$ cat config.mk
export PLATFORM = sky130hd
export DESIGN_NAME = clock12_time_counter
export DESIGN_NICKNAME = d
export VERILOG_FILES = /design/src/rtl/clock12_pkg.sv /design/src/rtl/bcd_mod60_counter.sv /design/src/rtl/clock12_time_counter.sv
export SDC_FILE = /design/constraint.sdc
export NUM_CORES = 1
export LEC_CHECK = 0
export CAP_MARGIN = 10
export CORE_UTILIZATION = 56
export DETAILED_ROUTE_END_ITERATION = 10
export PLACE_DENSITY = 0.79
export SKIP_CTS_REPAIR_TIMING = 1
export SLEW_MARGIN = 25
export SYNTH_ARGS = -nofsm -noshare
export SYNTH_HDL_FRONTEND = slang
export SYNTH_SLANG_ARGS = --single-unit
$ cat constraint.sdc
create_clock -name clk -period 3.3 [get_ports clk]
set_clock_uncertainty 0.2 [all_clocks]
set_input_delay 0.66 -clock clk [delete_from_list [all_inputs] [get_ports clk]]
set_output_delay 0.66 -clock clk [all_outputs]
set_load 0.01 [all_outputs]
$ cat src/rtl/clock12_pkg.sv
// Shared types and constants for the 12-hour timekeeping core.
package clock12_pkg;

    localparam int unsigned BCD_W = 4;

    typedef logic [BCD_W-1:0] bcd_t;

    localparam bcd_t SEC_TENS_MAX = 4'd5;
    localparam bcd_t MIN_TENS_MAX = 4'd5;
    localparam bcd_t ONES_MAX     = 4'd9;

    localparam bcd_t RST_HR_TENS  = 4'd1;
    localparam bcd_t RST_HR_ONES  = 4'd2;

endpackage

$ cat src/rtl/bcd_mod60_counter.sv
// Two-digit BCD 00..59 counter with synchronous clear and same-cycle carry.
module bcd_mod60_counter
    import clock12_pkg::*;
#(
    parameter bcd_t TENS_MAX = 4'd5
) (
    input  logic clk,
    input  logic rst,
    input  logic clr,
    input  logic inc,
    output bcd_t tens,
    output bcd_t ones,
    output logic carry
);

    // Carry is combinational so the next stage advances on the same edge.
    assign carry = inc && (tens == TENS_MAX) && (ones == ONES_MAX);

    always_ff @(posedge clk or posedge rst) begin
        if (rst) begin
            tens <= '0;
            ones <= '0;
        end else if (clr) begin
            tens <= '0;
            ones <= '0;
        end else if (inc) begin
            if (ones == ONES_MAX) begin
                ones <= '0;
                tens <= (tens == TENS_MAX) ? '0 : tens + 4'd1;
            end else begin
                ones <= ones + 4'd1;
            end
        end
    end

endmodule

$ cat src/rtl/clock12_time_counter.sv
// 12-hour clock core: 1 Hz prescaler, sec/min/hour BCD counters, AM/PM and set mode.
// Define CLOCK12_EXT_TICK_EN to replace the prescaler with an external tick_in enable.
module clock12_time_counter
    import clock12_pkg::*;
#(
    parameter int unsigned CLK_FREQ_HZ = 50_000_000
) (
    input  logic clk,
    input  logic rst,
    input  logic set_mode,
    input  logic inc_hr,
    input  logic inc_min,
`ifdef CLOCK12_EXT_TICK_EN
    input  logic tick_in,
`endif
    output bcd_t hr_tens,
    output bcd_t hr_ones,
    output bcd_t min_tens,
    output bcd_t min_ones,
    output bcd_t sec_tens,
    output bcd_t sec_ones,
    output logic pm,
    output logic sec_pulse
);

    logic tick;

`ifdef CLOCK12_EXT_TICK_EN
    assign tick = tick_in & ~set_mode;
`else
    localparam int unsigned PW = $clog2(CLK_FREQ_HZ);
    localparam logic [PW-1:0] PRESC_TC = PW'(CLK_FREQ_HZ - 1);

    logic [PW-1:0] presc;

    // Held at zero in set mode so the first tick after exit is a full period away.
    always_ff @(posedge clk or posedge rst) begin
        if (rst) begin
            presc <= '0;
        end else if (set_mode || (presc == PRESC_TC)) begin
            presc <= '0;
        end else begin
            presc <= presc + PW'(1);
        end
    end

    assign tick = ~set_mode & (presc == PRESC_TC);
`endif

    // [0] samples the input, [1] holds the previous sample.
    logic [1:0] hr_edge;
    logic [1:0] min_edge;

    always_ff @(posedge clk or posedge rst) begin
        if (rst) begin
            hr_edge  <= '0;
            min_edge <= '0;
        end else begin
            hr_edge  <= {hr_edge[0], inc_hr};
            min_edge <= {min_edge[0], inc_min};
        end
    end

    logic hr_rise;
    logic min_rise;

    assign hr_rise  = set_mode & hr_edge[0] & ~hr_edge[1];
    assign min_rise = set_mode & min_edge[0] & ~min_edge[1];

    logic sec_carry;
    logic min_carry;
    logic min_inc;
    logic hr_adv;

    bcd_mod60_counter #(
        .TENS_MAX (SEC_TENS_MAX)
    ) u_sec (
        .clk   (clk),
        .rst   (rst),
        .clr   (set_mode),
        .inc   (tick),
        .tens  (sec_tens),
        .ones  (sec_ones),
        .carry (sec_carry)
    );

    // Set-mode minute edits never ripple into the hours.
    assign min_inc = set_mode ? min_rise : sec_carry;
    assign hr_adv  = set_mode ? hr_rise  : min_carry;

    bcd_mod60_counter #(
        .TENS_MAX (MIN_TENS_MAX)
    ) u_min (
        .clk   (clk),
        .rst   (rst),
        .clr   (1'b0),
        .inc   (min_inc),
        .tens  (min_tens),
        .ones  (min_ones),
        .carry (min_carry)
    );

    bcd_t hr_tens_nx;
    bcd_t hr_ones_nx;
    logic pm_nx;

    // Hours run 12 -> 01 -> ... -> 11 -> 12; AM/PM flips only entering 12.
    always_comb begin
        hr_tens_nx = hr_tens;
        hr_ones_nx = hr_ones;
        pm_nx      = pm;
        if (hr_adv) begin
            if ((hr_tens == 4'd1) && (hr_ones == 4'd2)) begin
                hr_tens_nx = 4'd0;
                hr_ones_nx = 4'd1;
            end else if ((hr_tens == 4'd1) && (hr_ones == 4'd1)) begin
                hr_tens_nx = 4'd1;
                hr_ones_nx = 4'd2;
                pm_nx      = ~pm;
            end else if (hr_ones == ONES_MAX) begin
                hr_tens_nx = 4'd1;
                hr_ones_nx = 4'd0;
            end else begin
                hr_ones_nx = hr_ones + 4'd1;
            end
        end
    end

    always_ff @(posedge clk or posedge rst) begin
        if (rst) begin
            hr_tens   <= RST_HR_TENS;
            hr_ones   <= RST_HR_ONES;
            pm        <= 1'b0;
            sec_pulse <= 1'b0;
        end else begin
            hr_tens   <= hr_tens_nx;
            hr_ones   <= hr_ones_nx;
            pm        <= pm_nx;
            sec_pulse <= tick;
        end
    end

endmodule
==> impl_metrics.toml, run 1 <==
[worst_setup_path]
required_ns = 3.30
critPathKind = "flop to flop"
cp_max_fo = 10
startpoint_type = "flop"
arrival_ns = 2.64
critPathCaptureType = "flop"

[logic_synthesis]
synth-edff-count = 0
synth_area_per_cell_sq_um = 10.3
yosysUniqueCellTypes = 57
synth_cells = 270
muxShareOfSynthArea = 0.0153
ys_ff_latch = 53
synth-simple-area-share = 0.256
yosys.area_share.adder = 0.0226
synth_area_leader_cell = "dfrtp_1"
synth.top_cell.area_share = 0.460
synthesis.area_sq_um = 2770
synthArstFlopShare = 1.00
ys.flop_type = "dfrtp_1"
yosysWarnings = 0
synth_compound_area_frac = 0.0970
synth_xor_area_frac = 0.0948
synth_top_family_by_area = "simple AND/OR/NAND/NOR gates"
ys_seq_area_frac = 0.479
netlist_top_cells_area = "dfrtp_1, xor2_1, nor2_1"

[global_route]
grt_pass1_vias = 2038
overflow = 0
grt_usage = 0.227
grtUsageMet2 = 0.377
grt_antenna_before_repair = 0
grt_max_degree = 28
grt.busiest_layer = "met2"
grtUsageMet3 = 0.0486
met1_usage = 0.293
grt_first_pass_wirelength_mm = 9.27

[cells_and_area]
final_common_cell = "dfrtp_1"
antenna-diode-count = 0
multi_input_area_sq_um = 1360
fillers = 381
area_growth_pct = 16.2
seq_area_sq_um = 1330
drive_above_1_share = 0.102
nets = 313
final_cell_mix = "dfrtp_1, nor2_1, clkdlybuf4s50_1"

[clock_network]
cts_buffers = 5
htreeDepth = 2
tritoncts = "yes"
insertion_delay_ns = 0.32
cts_root_buf = "clkbuf_8"
clk_transition_reported_paths_ns = 0.10
clock_sinks = 53
cts_max_path_buffers = 2

[pwr]
p_per_area_nw_per_um2 = 489
ir_drop_uv = 313
power_switching_uw = 503
fin_total_pwr_mw = 1.58
combPwrFrac = 0.229
power.share.sequential = 0.525
p_leak_nw = 1.35
swShare = 0.319
p_int_mw = 1.07
pwr-share-clk = 0.246

[hold_path]
min_path_type = "flop to flop"

[floorplan]
die_h_microns = 72.4
pin_count = 31
std_cell_rows = 25
die_w_microns = 72.4
core-area_sq_um = 4750
initial_utilization = 0.583
dieArea_sq_um = 5240

[sta]
slew_viol_final = 0
relSlewSlack = 0.542
rsz0062_at_grt = "false"
finalCritPeriodShare = 0.800
hold_violations = 0
fin_crit_ns = 2.64
whs_ns = 0.213
fin_setup_tns_ns = 0
setup_viol = 0
worst_pin_slew_ns = 0.683
fmax_ghz = 0.379

[routing]
num_vias = 2119
first_iter_violations = 139
drc = 0
drtPass1Iterations = 4
wl_per_cell_microns = 14.6
routed_via_density = 5.71
routed_wl_mm = 5.43
antenna_left = 0

[place]
io_buffers = 27
place_hpwl_mm = 3.87
gp_congestion = 0.810

[outcome]
status = "completed"

[flow_run]
max_cap_violations = 0
-- Yosys cell counts (all sizes together) (4+ instances only) --
library cell and number:
buf 5, ha 5, nor2 37, and2 4
dfrtp 51, o21ai 5, xnor2 11, nor4 7
a21oi 6, nand4 13, inv 13, o2111ai 4
and3 5, xor2 19, nand3 15, nand2 16
-- cell type report --
cell class	count	area share
Clock buffer	5	0.0214
Clock inverter	3	0.00815
Inverter	13	0.0151
Multi-Input combinational cell	198	0.422
Sequential cell	53	0.412
Tap cell	67	0.0260
Timing Repair Buffer	32	0.0955
-- critical path, stage by stage (launching register included) --
cell and delay [ns]:
dfrtp_1 0.41, ha_1 0.27, nand4_4 0.17, or3_4 0.47
nor4_4 0.52, o221ai_2 0.16, a221o_1 0.33
-- worst paths after layout --
path	endpoint	slack, ns	cells after the start	from
max	u_min.ones[3]	0.66	6	presc[0]
min	min_edge[1]	0.21	0	min_edge[0]
max reg2reg	u_min.ones[3]	0.66	6	presc[0]
min reg2reg	min_edge[1]	0.21	0	min_edge[0]
max in group asynchronous	hr_ones[1]	1.79	3	rst
min in group asynchronous	u_sec.tens[1]	0.46	2	rst
-- logic make-up after synthesis --
group,after synthesis
buffers and inverters,21
and+or+nand+nor,120
xor gates and xnor gates,30
other,1
DFF,53
AOI/OAI and AO/OA,36
muxes,4
adders and majority gates,5
-- per-layer routing --
metal  share of wire  routed length [microns]  vias to the layer above
li1                -                        -                     1030
met1            0.46                     2480                     1014
met2            0.48                     2620                       60
met3           0.038                      207                       15
met4           0.022                      121                        0
met5               0                        0                        -
-- power groups by stage --
stage | logic (mW) | registers, mW | clock network, mW
floorplan | 0.188 | 0.835 | 0
finish | 0.361 | 0.828 | 0.388
detailed placement | 0.363 | 0.841 | 0
global placement | 0.357 | 0.838 | 0
global route | 0.401 | 0.843 | 0.423
CTS | 0.364 | 0.827 | 0.398
-- metrics by stage --
| step | worst slack, ns | util | cells | area, sq um |
|---|---|---|---|---|
| global placement | 0.682 | 0.658 | 363 | 3130 |
| floorplan | 0.924 | - | 272 | 2780 |
| finish | 0.661 | 0.678 | 371 | 3220 |
| detailed placement | 0.613 | 0.658 | 363 | 3130 |
| CTS | 0.670 | 0.678 | 371 | 3220 |
| global route | 0.559 | 0.678 | 371 | 3220 |
-- registers in the layout, indices dropped and copies added, names as in the netlist --
name,count
u_min.tens,4
hr_ones,4
hr_tens,1
u_sec.tens,4
pm,1
sec_pulse,1
u_min.ones,4
presc,26
u_sec.ones,4
hr_edge,2
min_edge,2
No activity file was read; power rests on OpenSTA's default activity.
==> inputs of run 2 (changes only) <==
Settings changed: CORE_UTILIZATION 56 to 51, PLACE_DENSITY 0.79 to 0.76.
Clock period 3.3 ns to 2.35 ns, I/O delays scaled along.
==> impl_metrics.toml, run 2 (synthesis gave the netlist of run 1 again) <==
[sta]
finalCritPeriodShare = 0.966
slew_viol_final = 0
fin_crit_ns = 2.27
worst_pin_slew_ns = 0.516
hold_violations = 0
setup_viol = 0
relSlewSlack = 0.653
fmax_ghz = 0.441
fin_setup_tns_ns = 0
setup_ws_ns = 0.0807
whs_ns = 0.181
rsz0062_at_grt = "true"

[cells_and_area]
fin_util = 0.659
fin_area_sq_um = 3410
antenna-diode-count = 0
layoutNonFillerInstCount = 394
final_common_cell = "dfrtp_1"
drive_above_1_share = 0.170
final_cell_mix = "dfrtp_1, nor2_1, clkdlybuf4s50_1"
largest_register_ff_count = 26
nets = 333
area_growth_pct = 22.9
regMostFlops = "presc"

[pwr]
p_per_area_nw_per_um2 = 658
fin_total_pwr_mw = 2.24
ir_drop_uv = 360
p_leak_nw = 1.47

[global_route]
grt_antenna_before_repair = 0
grt_usage = 0.216
grt_first_pass_wirelength_mm = 9.20
grt_max_degree = 23
overflow = 0
grt_pass1_vias = 2008

[hold_path]
hold_start = "min_edge[0]"
hold_end = "min_edge[1]"
min_path_cells = 0
min_path_type = "flop to flop"

[place]
io_buffers = 27
place_hpwl_mm = 3.98
dpl.cell_count = 383
preCtsSetupSlack_ns = 0.0560
dpl_cell_area_sq_um = 3270
gp_congestion = 0.868

[clock_network]
cts_max_path_buffers = 2
htreeDepth = 2
insertion_delay_ns = 0.31
tritoncts = "yes"
clock_sinks = 53
cts_root_buf = "clkbuf_8"
clk_transition_reported_paths_ns = 0.10
cts_buffers = 5

[worst_setup_path]
r2r_end = "u_min.ones[3]"
r2r_start = "presc[1]"
startpoint_type = "flop"
cp_max_fo = 10
arrival_ns = 2.26
r2r_slack_ns = 0.08
rr_worst_depth = 7
required_ns = 2.34
critPathCaptureType = "flop"
critPathKind = "flop to flop"

[floorplan]
die_w_microns = 75.7
initial_utilization = 0.536
die_h_microns = 75.7
pin_count = 31
std_cell_rows = 26
dieArea_sq_um = 5740
core-area_sq_um = 5170

[outcome]
status = "completed"

[routing]
routed_wl_mm = 5.56
first_iter_violations = 94
drtPass1Iterations = 4
wl_per_cell_microns = 14.1
antenna_left = 0
drc = 0
num_vias = 2182
routed_via_density = 5.54

[flow_run]
max_cap_violations = 0
## run 2: worst max-delay path, cell delays in order, from the launching register on
cell and delay, ns:
dfrtp_1 0.40, ha_4 0.18, nand4_4 0.10, or3_4 0.39
nor4_4 0.30, buf_6 0.18, o221ai_2 0.09, a221o_1 0.30
## run 2: cell type report
| cell class | instances | area, sq um |
|---|---|---|
| Fill cell | 411 | 1760 |
| Timing Repair Buffer | 52 | 462 |
| Sequential cell | 53 | 1330 |
| Tap cell | 70 | 87.6 |
| Inverter | 13 | 48.8 |
| Multi-Input combinational cell | 198 | 1380 |
| Clock inverter | 1 | 5.00 |
| Clock buffer | 7 | 96.3 |
## run 2: how the worst max path moves through the flow
stage | slack, ns | depth (start not counted) | endpoint | start
2_1_floorplan | 0.03 | 6 | u_min.ones[3] | presc[0]
3_3_place_gp | 0.08 | 7 | hr_ones[2] | set_mode
3_5_place_dp | 0.06 | 7 | u_min.ones[3] | presc[1]
4_1_cts | 0.03 | 7 | u_min.ones[3] | presc[1]
5_1_grt | -0.008 | 7 | u_min.ones[3] | presc[1]
6_report | 0.08 | 7 | u_min.ones[3] | presc[1]
## run 2: power by group
group | internal (mW) | switching [mW] | leakage (nW) | total, mW
logic | 0.292 | 0.231 | 0.717 | 0.523
clock network | 0.267 | 0.290 | 0.0542 | 0.557
registers | 1.01 | 0.152 | 0.694 | 1.16
## run 2: layer usage
| layer | wire length [microns] | up-vias | share of wire | global-route usage |
|---|---|---|---|---|
| li1 | - | 1074 | - | - |
| met5 | 0 | - | 0 | 0 |
| met4 | 59 | 0 | 0.011 | 0.0576 |
| met1 | 2640 | 1071 | 0.47 | 0.287 |
| met3 | 139 | 6 | 0.025 | 0.0450 |
| met2 | 2720 | 31 | 0.49 | 0.363 |
==> inputs of run 3 (changes only) <==
Settings changed: HOLD_SLACK_MARGIN set to 0.02.
==> results of run 3 <==
No change in the layout: final DEF, timing and power equal those of run 2.
==> RTL change 1, RTL diff (settings of run 2) <==
Set the parameter `CLK_FREQ_HZ` to 25_000_000 (it was 50_000_000).
--- a/src/rtl/clock12_time_counter.sv
+++ b/src/rtl/clock12_time_counter.sv
@@ -4,5 +4,5 @@
     import clock12_pkg::*;
 #(
-    parameter int unsigned CLK_FREQ_HZ = 50_000_000
+    parameter int unsigned CLK_FREQ_HZ = 25_000_000
 ) (
     input  logic clk,
Formal check against the unedited RTL: no difference found for any inputs over 10 cycles, from zero or initial values and one cycle with rst high; that may be too few to reach the edited logic, so the function may still have changed.
==> RTL change 1 against run 2 <==
Final area is 3.5% lower. Total power is 1.9% lower. Register-to-register slack better by 60 ps. Worst hold slack better by 7.3 ps. First-iteration DRC count is 20% lower. Worst setup slack better by 7.4 ps. Largest power group unchanged. Synthesized area is 3.0% lower. Sequential cell count is 1 lower. Routed wire length is 5.1% lower. Combinational power is 5.4% higher.
==> RTL change 1: results (changes against run 2) <==
The overall global routing resource usage came out at 0.209 (-0.00792). The standard cell with the maximum stage delay on the critical path is or4b_4. The clock insertion delay at the later pin of the skew report came out at 310 ps (about the same). The total placed instance area came out at 0.00317 sq mm (-3.3%).

The total half-perimeter wirelength after legalization and detailed placement came to 3.79 mm (-4.7%). The maximum buffer depth of the clock tree was 2 (unchanged). The net total in the final layout was 327 (-1.8%).

The setup slack at placement came out at -348 ps (-404 ps). The fraction of final layout cells with drive strength greater than 1 came out at 0.145 (-0.0251). The synthesized-area fraction occupied by ao, oa, aoi and oai cells is 0.0893 (-0.00772).

The cell internal power dissipation came out at 1.51 mW (-3.8%). The pin count of the biggest net entering global routing came out at 28 (+22%). The number of enable-type register cells in the synthesized netlist is 0 (unchanged). The worst voltage drop across the vdd grid came to 595 uV (+65%). The sequential-cell power consumption came out at 1.16 mW (about the same). The initial antenna violation count came out at 0 (unchanged). The post-synthesis adder-cell area fraction came out at 0.0233 (+0.000693).

The number of diodes came out at 0 (unchanged). Ranked by total cell area, the synthesized netlist is headed by dfrtp_1 (47%), xnor2_1 (6.8%), nor2_1 (5.7%). The share of synthesized area occupied by flip-flops and latches came to 0.485 (+0.00541). The share of cell area taken by muxes after synthesis came out at 0.0126 (-0.00278).

The number of distinct library cells after synthesis came out at 50 (-12%). The static power due to leakage came out at 1.38 nW (-5.9%). The worst min-delay path class is reg2reg. The total of warnings raised by yosys came to 0 (unchanged). The clock buffer count from CTS came out at 5 (unchanged).

The first-pass GRT wire length is 8.83 mm (-4.1%). The flow ran to the end, and the final reports show no timing, DRC or antenna violations. The cell count after placement is 378 (-1.3%).

More flip-flops sit in one register than any other, and that register is presc. The data arrival at the endpoint of the critical path is 2300 ps (+40 ps). The xor/xnor cell area share of the yosys netlist came out at 0.0977 (+0.00291). The number of buffers inserted by port buffering is 27 (unchanged). The number of flip-flops in the largest register is 25 (-3.8%).

The highest cell delay on the worst timing path is 500 ps (+100 ps). The number of global-route vias before repair came out at 1921 (-4.3%). The count of TritonRoute iterations in the first routing pass came out at 4 (unchanged). The power density over cell area came to 668 mW/mm^2 (+1.6%). The design area is 0.00329 sq mm (-3.5%). By count the netlist is led by dfrtp_1 (50), nor2_1 (41), xnor2_1 (21). The final routed wire length divided by cell count was 13.6 um (-3.6%). The layout filler cell count was 424 (+3.2%). The number of vias per cell after detailed routing was 5.35 (-3.4%). The number of standard cells after synthesis is 268 (-0.74%). The share of power burned in combinational logic came to 0.251 (+0.018). The largest driver fanout on the critical path came out at 5 (-5). The clock edge transition at the registers on the reported setup and hold paths came out at 90 ps. The total number of vias came out at 2076 (-4.9%). The DRC violation total after the first TritonRoute iteration came out at 75 (-20%).

The final weighted congestion in routability-driven placement came out at 0.800 (-7.9%). The fraction of synthesis flops using an asynchronous set or reset pin is 1.00 (unchanged).
RTL change 1: cell type report:
type / count / area, sq um / share of cell area
Clock inverter: 1 / 5.00 / 0.00152
Clock buffer: 7 / 76.3 / 0.0232
Inverter: 13 / 48.8 / 0.0148
Tap cell: 70 / 87.6 / 0.0266
Multi-Input combinational cell: 196 / 1320 / 0.402
Timing Repair Buffer: 49 / 448 / 0.136
Sequential cell: 52 / 1300 / 0.396
RTL change 1: path summary, 6_finish.rpt:
path                        startpoint            end  slack, ps  cells after the start
max in group asynchronous          rst     hr_tens[0]       1160                      3
max reg2reg                  presc[17]  u_min.ones[3]        140                      7
max                           set_mode     hr_ones[1]         90                      6
min in group asynchronous          rst      presc[10]        230                      2
min reg2reg                min_edge[0]    min_edge[1]        190                      0
min                        min_edge[0]    min_edge[1]        190                      0
RTL change 1: layer usage:
metal,GRT usage,share of wire
met5,0,0
met4,0.0692,0.010
met3,0.0415,0.034
met2,0.342,0.50
met1,0.278,0.45
==> RTL change 2, RTL diff (config.mk and constraints of run 2) <==
Made on the original files. Make the reset (`rst`) synchronous in 4 clocked blocks.
--- a/src/rtl/bcd_mod60_counter.sv
+++ b/src/rtl/bcd_mod60_counter.sv
@@ -17,5 +17,5 @@
     assign carry = inc && (tens == TENS_MAX) && (ones == ONES_MAX);
 
-    always_ff @(posedge clk or posedge rst) begin
+    always_ff @(posedge clk) begin
         if (rst) begin
             tens <= '0;
--- a/src/rtl/clock12_time_counter.sv
+++ b/src/rtl/clock12_time_counter.sv
@@ -35,5 +35,5 @@
 
     // Held at zero in set mode so the first tick after exit is a full period away.
-    always_ff @(posedge clk or posedge rst) begin
+    always_ff @(posedge clk) begin
         if (rst) begin
             presc <= '0;
@@ -52,5 +52,5 @@
     logic [1:0] min_edge;
 
-    always_ff @(posedge clk or posedge rst) begin
+    always_ff @(posedge clk) begin
         if (rst) begin
             hr_edge  <= '0;
@@ -127,5 +127,5 @@
     end
 
-    always_ff @(posedge clk or posedge rst) begin
+    always_ff @(posedge clk) begin
         if (rst) begin
             hr_tens   <= RST_HR_TENS;
Function: differs if rst is asserted again (counterexample within 4 cycles, from zero or initial values and one cycle with rst high); with rst held inactive, the same outputs for 10 cycles.
==> RTL change 2 against run 2 <==
The flow now finishes with violations (negative setup slack). Sequential cell count did not move. Routed wire length increased by 0.45%. Count of clock-buffer cells in the layout shrank 2. Synthesized cell count increased by 13%. Critical path depth fell by 2. Non-clock buffer count grew 23. Via count grew 7.8%. Worst setup slack got worse by 280 ps. Final area grew 0.73%. Synthesized area decreased by 5.8%. Largest cell class unchanged.
Power is not compared: it rests on default switching activity, and its combinational part moved more than twofold at a synthesized area within 25%.
==> RTL change 2: results (changes against run 2) <==
The worst min-delay path class is reg2reg. The fraction of final layout cells with drive strength greater than 1 is 0.203 (+0.0329). The worst setup margin came out at -200 ps (-280 ps). The net total in the final layout came out at 380 (+14%).

The mean cell area of the mapped netlist is 8.59 sq um (-16%). The fraction of synthesis flops using an asynchronous set or reset pin came out at 0 (-1.00). The DRC violation total after the first TritonRoute iteration came out at 134 (+43%). The number of flip-flops in the largest register is 26 (unchanged). The aggregate negative setup slack was -1460 ps (-1460 ps).

The data arrival at the endpoint of the critical path came out at 2580 ps (+320 ps). The root buffer cell chosen for the clock tree is clkbuf_8. The checks that failed: negative setup slack. The total placed instance area came out at 0.00323 sq mm (-1.3%). The highest cell delay on the worst timing path came out at 540 ps (+140 ps). The count of final setup violators came to 13 (+13). For the worst-skew pair, the clock arrives at the later sink with an insertion delay of 300 ps. The final routed wire length divided by cell count is 12.6 um (-10%).

Sorting the synthesized cells by area gives the leading types as dfxtp_1 (41%), nor2_1 (6.6%), xor2_1 (4.7%). The initial antenna violation count is 0 (unchanged). The number of vias per cell after detailed routing came out at 5.32 (-3.9%). The final wirelength is 5.59 mm (+0.45%). The timing endpoint of the critical path is u_min.ones[3]. The final weighted congestion in routability-driven placement is 0.795 (-8.4%). The first-pass GRT wire length was 9.50 mm (+3.2%). The number of distinct library cells after synthesis came out at 53 (-7.0%).

The maximum buffer depth of the clock tree came out at 2 (unchanged). Summed over all cells, the static leakage comes to between 1 and 1.5 nW. The cell count after placement is 431 (+13%).

The largest driver fanout on the critical path came to 5 (-5). The largest individual stage delay along the critical path comes from the cell or4_4. The kind of cell with the highest combined delay along the critical path is simple AND/OR/NAND/NOR gates.

The first element of the critical path is presc[16]. The worst reg2reg path depth is 5 (-2). The clock edge transition at the registers on the reported setup and hold paths is roughly 90 ps. The overall global routing resource usage came out at 0.223 (+0.00631). The share of synthesized area occupied by flip-flops and latches is 0.406 (-0.0731).

The number of buffers inserted by port buffering came out at 27 (unchanged). The count of TritonRoute iterations in the first routing pass is 4 (unchanged). Sorting the synthesized cells by how often they occur yields dfxtp_1 (53), nor2_1 (46), nand2_1 (19), nand3_1 (19), xor2_1 (14). The layout filler cell count was 406 (-1.2%).

The total half-perimeter wirelength after legalization and detailed placement came out at 3.99 mm (+0.21%). The worst voltage drop across the vdd grid is about 350 uV. The pin count of the biggest net entering global routing was 25 (+8.7%). The run finished, with violations left. The number of global-route vias before repair is 2210 (+10%).
[RTL change 2: cell types whose count changed after synthesis, moves of 5 or more]
cell,change
clkbuf_1,+5
nor2b_1,+8
a21oi_1,+5
nor2_1,+9
nand4_1,-5
dfrtp_1,-51
nor3_1,+8
dfxtp_1,+53
xor2_1,-5
[RTL change 2: worst min path at each step]
stage                          start    endpoint  slack, ps  depth (start not counted)
after global placement    hr_edge[0]  hr_edge[1]        250                          1
after detailed placement  hr_edge[0]  hr_edge[1]        260                          1
final                     hr_edge[0]  hr_edge[1]        270                          1
after CTS                 hr_edge[0]  hr_edge[1]        270                          1
after global routing      hr_edge[0]  hr_edge[1]        290                          1
after floorplan             presc[0]    presc[0]        230                          1
[RTL change 2: power by group]
part / internal [mW] / total, mW / switching [mW]
logic: 0.0486 / 0.0974 / 0.0488
registers: 0.909 / 0.922 / 0.0124
clock network: 0.423 / 0.714 / 0.291
total: 1.38 / 1.73 / 0.352
[RTL change 2: cell type report]
class | instances | area [sq um] | area share
clock buffer | 5 | 68.8 | 0.0200
inverter | 10 | 37.5 | 0.0109
tap | 67 | 83.8 | 0.0244
sequential | 53 | 1060 | 0.309
clock inverter | 3 | 65.1 | 0.0190
multi-input combinational | 229 | 1470 | 0.429
timing repair buffer | 75 | 643 | 0.187
[RTL change 2: per-layer routing]
layer / part of all wire / GRT usage
met5: 0 / 0
met1: 0.47 / 0.281
met3: 0.026 / 0.0398
met2: 0.50 / 0.387
met4: 0.013 / 0.0641
[RTL change 2: logic make-up after synthesis]
logic type	share of synthesized area
buffers and inverters	0.0503
adders and majority gates	0.00479
other	0.00144
AOI/OAI and AO/OA	0.0929
xor gates and xnor gates	0.0905
and+or+nand+nor	0.329
muxes	0.0254
DFF	0.406
